`config.mk`:
```
export PLATFORM = sky130hd
export DESIGN_NAME = neuron_mac
export DESIGN_NICKNAME = d
export VERILOG_FILES = /design/src/rtl/neuron_pkg.sv /design/src/rtl/scaled_mul.sv /design/src/rtl/neuron_mac.sv
export SDC_FILE = /design/constraint.sdc
export NUM_CORES = 1
export LEC_CHECK = 0
export BUFFER_PORTS_ARGS = -buffer_cell sky130_fd_sc_hd__buf_2
export CORE_MARGIN = 1.5
export CORE_UTILIZATION = 35
export CTS_CLUSTER_SIZE = 28
export DETAILED_ROUTE_END_ITERATION = 8
export PLACE_DENSITY = 0.61
export SLEW_MARGIN = 30
export SYNTH_ARGS = -nofsm -noshare
export SYNTH_HDL_FRONTEND = slang
export SYNTH_SLANG_ARGS = --single-unit
```
`constraint.sdc`:
```
create_clock -name clk -period 5.65 [get_ports clk]
set_input_delay 1.13 -clock clk [delete_from_list [all_inputs] [get_ports clk]]
set_output_delay 1.13 -clock clk [all_outputs]
set_load 0.005 [all_outputs]
```
`src/rtl/neuron_pkg.sv`:
```
// Shared types and default sizing for the neuron MAC block.
package neuron_pkg;

    localparam int unsigned DEF_DW    = 10;
    localparam int unsigned DEF_WW    = 10;
    localparam int unsigned DEF_AW    = 24;
    localparam int unsigned DEF_N_IN  = 20;
    localparam int unsigned DEF_SCALE = 1000;

    typedef enum logic [1:0] {
        StIdle  = 2'd0,
        StAccum = 2'd1,
        StDone  = 2'd2
    } state_e;

    // Beat counter width; a one-beat frame still needs a 1-bit counter.
    function automatic int unsigned cnt_width(input int unsigned n);
        return (n > 1) ? $clog2(n) : 1;
    endfunction

endpackage

```
`src/rtl/scaled_mul.sv`:
```
// Combinational sign-magnitude multiply of an unsigned activation by a signed weight,
// divided by SCALE (truncated toward zero) and re-signed.
module scaled_mul
    import neuron_pkg::*;
#(
    parameter int unsigned DW    = DEF_DW,
    parameter int unsigned WW    = DEF_WW,
    parameter int unsigned SCALE = DEF_SCALE
) (
    input  logic [DW-1:0]         data,
    input  logic signed [WW-1:0]  weight,
    output logic signed [DW+WW:0] term
);

    localparam int unsigned PW = DW + WW + 1;
    localparam logic [PW-1:0] SCALE_V = PW'(SCALE);

    logic          neg;
    logic [WW:0]   w_ext;
    logic [WW:0]   w_mag;
    logic [PW-1:0] prod;
    logic [PW-1:0] mag;

    always_comb begin
        neg   = weight[WW-1];
        // One extra bit so the most negative weight has a representable magnitude.
        w_ext = {weight[WW-1], weight};
        w_mag = neg ? (~w_ext + 1'b1) : w_ext;
        prod  = PW'(data) * PW'(w_mag);
        mag   = prod / SCALE_V;
        term  = neg ? $signed(~mag + 1'b1) : $signed(mag);
    end

endmodule

```
`src/rtl/neuron_mac.sv`:
```
// Neuron multiply-accumulate: sums N_IN scaled products per frame and presents the result.
// Optional saturation with sticky overflow flag: define NEURON_MAC_SAT_EN.
module neuron_mac
    import neuron_pkg::*;
#(
    parameter int unsigned DW    = DEF_DW,
    parameter int unsigned WW    = DEF_WW,
    parameter int unsigned N_IN  = DEF_N_IN,
    parameter int unsigned SCALE = DEF_SCALE,
    parameter int unsigned AW    = DEF_AW
) (
    input  logic                 clk,
    input  logic                 rst_n,
    input  logic                 start,
    input  logic                 in_valid,
    output logic                 in_ready,
    input  logic [DW-1:0]        in_data,
    input  logic signed [WW-1:0] in_weight,
    output logic                 out_valid,
    input  logic                 out_ready,
    output logic signed [AW-1:0] out_data,
    output logic                 out_ovf
);

    localparam int unsigned TW = DW + WW + 1;
    localparam int unsigned SW = ((AW > TW) ? AW : TW) + 1;
    localparam int unsigned CW = cnt_width(N_IN);
    localparam logic [CW-1:0] LAST = CW'(N_IN - 1);

    state_e                state_q, state_d;
    logic signed [AW-1:0]  acc_q, acc_d;
    logic [CW-1:0]         cnt_q, cnt_d;
    logic signed [TW-1:0]  term;
    logic signed [SW-1:0]  sum;
    logic signed [AW-1:0]  acc_sum;

    scaled_mul #(
        .DW    (DW),
        .WW    (WW),
        .SCALE (SCALE)
    ) u_scaled_mul (
        .data   (in_data),
        .weight (in_weight),
        .term   (term)
    );

    // Sum is wide enough that it can never itself overflow.
    assign sum = {{(SW-AW){acc_q[AW-1]}}, acc_q} + {{(SW-TW){term[TW-1]}}, term};

`ifdef NEURON_MAC_SAT_EN
    localparam logic signed [SW-1:0] ACC_MAX = {{(SW-AW+1){1'b0}}, {(AW-1){1'b1}}};
    localparam logic signed [SW-1:0] ACC_MIN = {{(SW-AW+1){1'b1}}, {(AW-1){1'b0}}};

    logic ovf_q, ovf_d;
    logic clamp;

    always_comb begin
        clamp   = 1'b0;
        acc_sum = sum[AW-1:0];
        if (sum > ACC_MAX) begin
            acc_sum = ACC_MAX[AW-1:0];
            clamp   = 1'b1;
        end else if (sum < ACC_MIN) begin
            acc_sum = ACC_MIN[AW-1:0];
            clamp   = 1'b1;
        end
    end

    always_comb begin
        ovf_d = ovf_q;
        if (state_q == StIdle && start) begin
            ovf_d = 1'b0;
        end else if (state_q == StAccum && in_valid) begin
            ovf_d = ovf_q | clamp;
        end
    end

    always_ff @(posedge clk or negedge rst_n) begin
        if (!rst_n) begin
            ovf_q <= 1'b0;
        end else begin
            ovf_q <= ovf_d;
        end
    end

    assign out_ovf = out_valid & ovf_q;
`else
    logic unused_sum_hi;

    assign acc_sum       = sum[AW-1:0];
    assign unused_sum_hi = ^sum[SW-1:AW];
    assign out_ovf       = 1'b0;
`endif

    always_comb begin
        state_d = state_q;
        acc_d   = acc_q;
        cnt_d   = cnt_q;
        case (state_q)
            StIdle: begin
                if (start) begin
                    state_d = StAccum;
                    acc_d   = '0;
                    cnt_d   = '0;
                end
            end
            StAccum: begin
                if (in_valid) begin
                    acc_d = acc_sum;
                    if (cnt_q == LAST) begin
                        state_d = StDone;
                    end else begin
                        cnt_d = cnt_q + CW'(1);
                    end
                end
            end
            StDone: begin
                // A coincident start is deliberately dropped here.
                if (out_ready) begin
                    state_d = StIdle;
                end
            end
            default: state_d = StIdle;
        endcase
    end

    always_ff @(posedge clk or negedge rst_n) begin
        if (!rst_n) begin
            state_q <= StIdle;
            acc_q   <= '0;
            cnt_q   <= '0;
        end else begin
            state_q <= state_d;
            acc_q   <= acc_d;
            cnt_q   <= cnt_d;
        end
    end

    assign in_ready  = (state_q == StAccum);
    assign out_valid = (state_q == StDone);
    assign out_data  = out_valid ? acc_q : '0;

endmodule

```
==> results.sh <==
export IMPL_status="finished with violations"
export IMPL_violations="setup timing"
export IMPL_slowest_stage="fa_1"
export IMPL_holdPathEnd="acc_q[18]$_DFFE_PN0P_"
export IMPL_grt_antenna_before_repair=0
export IMPL_cts_buffers=5
export IMPL_min_path_cells=2
export IMPL_drtIter0Drc=810
export IMPL_critPathLaunchType="primary input"
export IMPL_tightest_slew_ns=0.768
export IMPL_dpl_hpwl_um=25800
export IMPL_netlist_area_um2=10100
export IMPL_h_tree_depth=2
export IMPL_die_x_um=173
export IMPL_worstPathMaxFanout=7
export IMPL_drt_wl_total_um=35200
export IMPL_routedWlPerCell_um=16.1
export IMPL_cts_sinks=31
export IMPL_antenna_cells=0
export IMPL_cts_buffer_depth=2
export IMPL_core_area_um2=28600
export IMPL_cts_tree="built"
export IMPL_drive_gt1_share_pct=47.8
export IMPL_cp_arrival_ns=17.44
export IMPL_place_congestion=0.897
export IMPL_netlist_instances=1254
export IMPL_reg2reg_to="acc_q[22]$_DFFE_PN0P_"
export IMPL_holdWs_ns=0.507
export IMPL_synth_top_area_share_pct=14.0
export IMPL_drc=0
export IMPL_rr_worst_depth=26
export IMPL_path_buf_inv=13
export IMPL_start_util_pct=35.4
export IMPL_synthMostInstantiatedCell="nand2_1"
export IMPL_grt_pass1_wl_um=58000
export IMPL_drt_pass1_iter_count=6
export IMPL_grt_setup_unrepaired="true"
export IMPL_synth_top_cells_by_count="nand2_1, inv_1, ha_1, and2_1, fa_1"
export IMPL_fin_ws_ns=-11.62
export IMPL_io_buffers=50
export IMPL_clock_latency_ns=0.28
export IMPL_max_cap_violations=0
export IMPL_slew_violations=0
export IMPL_viasPerCell=5.40
export IMPL_via_count=11800
export IMPL_clk_pin_slew_worst_paths_ns=0.05
export IMPL_placedInstanceArea_um2=14100
export IMPL_yosysWarnings=0
export IMPL_antenna_left=0
export IMPL_fin_crit_ns=17.27
export IMPL_crit_family="compound AO/OA/AOI/OAI gates"
export IMPL_fill_cells=2398
export IMPL_max_stage_delay_ns=0.58
export IMPL_crit_type="primary input to register"
export IMPL_layout_nets=1978
export IMPL_grt_pass1_vias=11900
export IMPL_hold_start="acc_q[18]$_DFFE_PN0P_"
export IMPL_synth_ff_type="dfrtp_1"
export IMPL_worstPathRequired_ns=5.82
export IMPL_synth_seq_cells=31
export IMPL_grt_max_degree=32
export IMPL_tns_ns=-246.08
export IMPL_endpoint_kind="register"
export IMPL_synth_area_leader_cell="fa_1"
export IMPL_synth_edf_count=0
export IMPL_die_y_um=173
export IMPL_synth_distinct_cells=118
export IMPL_max_freq_mhz=57.9
export IMPL_post_route_period_util_pct=306
export IMPL_groute_usage_overall_pct=22.9
export IMPL_root_buffer="clkbuf_16"
export IMPL_synthTopCellsByArea="fa_1, ha_1, dfrtp_1"
export IMPL_timing_rr_start="acc_q[0]$_DFFE_PN0P_"
export IMPL_skew_ns=0.00641
export IMPL_hold_violations=0
export IMPL_syn2layout_area_growth_pct=63.2
export IMPL_rows=62
export IMPL_setup_viol=24
export IMPL_stdcell_area_um2=16500
export IMPL_ios=52
export IMPL_avgSynthCellArea_um2=8.08
export IMPL_slew_headroom_pct=48.7
export IMPL_r2r_slack_ns=1.40
export IMPL_grt_ovfl_total=0
export IMPL_hold_path_class="register to register"
export IMPL_synth_async_reset_ratio_pct=100
export IMPL_ys_seq_area_share_pct=7.65
export IMPL_cpMostUsedCell="a21oi_2"
export IMPL_dieArea_um2=30000
-- flip-flops by register name (all words and copies together), names as in the netlist --
| name | flops |
|---|---|
| state_q | 2 |
| cnt_q | 5 |
| acc_q | 24 |
-- routing by layer --
layer  track usage, %  routed length, um  up-vias  part of all wire [%]
met1             30.0              15300     5682                    43
met4             6.59                923        0                   2.6
li1                 -                  -     5684                     -
met3             2.37               1470       78                   4.2
met2             39.9              17600      345                    50
met5                0                  0        -                     0
-- worst min-delay path: cells and delay by family (launching register included) --
kind	cells	cell delay [ns]
AOI/OAI and AO/OA	1	0.06
DFF	1	0.36
and+or+nand+nor	1	0.05
-- through the flow --
step           worst slack, ns  utilization [%]  instances
3_5_place_dp            -11.85             49.1       2045
2_1_floorplan           -11.20                -       1263
3_3_place_gp            -11.80             49.1       2045
6_report                -11.62             57.8       2184
4_1_cts                 -11.13             54.7       2136
5_1_grt                 -12.31             57.8       2184
-- cell families after synthesis --
| group | after synthesis | share of synthesized area [%] |
|---|---|---|
| and+or+nand+nor | 464 | 25.3 |
| AOI/OAI and AO/OA | 370 | 28.2 |
| adders and majority gates | 154 | 24.2 |
| buffers and inverters | 133 | 5.30 |
| xor gates and xnor gates | 79 | 7.05 |
| DFF | 31 | 7.65 |
| muxes | 21 | 2.20 |
| other | 2 | 0.0741 |
-- worst max-delay path by stage --
stage | start | endpoint | slack (ns) | cells after the start
global route | in_weight[2] | acc_q[23]$_DFFE_PN0P_ | -12.31 | 81
finish | in_weight[2] | acc_q[23]$_DFFE_PN0P_ | -11.62 | 81
global placement | in_weight[1] | acc_q[23]$_DFFE_PN0P_ | -11.80 | 77
detailed placement | in_weight[1] | acc_q[23]$_DFFE_PN0P_ | -11.85 | 78
floorplan | in_weight[0] | acc_q[23]$_DFFE_PN0P_ | -11.20 | 77
CTS | in_weight[1] | acc_q[23]$_DFFE_PN0P_ | -11.13 | 79
-- cell usage in the layout, fill, tap and decap left out, drive strengths merged, types with 31 or more instances in the layout --
cell	Yosys	routed
a21oi	69	69
dfrtp	31	31
buf	26	573
nand3	36	36
inv	90	90
nor2	57	57
xnor2	60	60
ha	82	82
fa	71	71
o21ai	75	75
and2	81	81
nand2	129	129
-- final cells by class --
class	count	area, um^2	share of cell area, %
multi-input cells	1099	10400	63.2
repair buffers	573	4350	26.3
flip-flops and latches	31	776	4.69
well taps	384	480	2.91
inverters	90	340	2.06
clock buffers	6	139	0.840
clock inverters	1	5.00	0.0303
-- what timing repair did --
item,in CTS,in global routing
setup endpoints to repair,24,24
cloned,0,0
pin swaps,92,82
hold buffers,0,0
gates resized for setup,157,98
buffers inserted,87,48
Power is left out: the tool's default activity adds up to more than one toggle a clock period on the data nets, which glitch-free logic cannot reach.
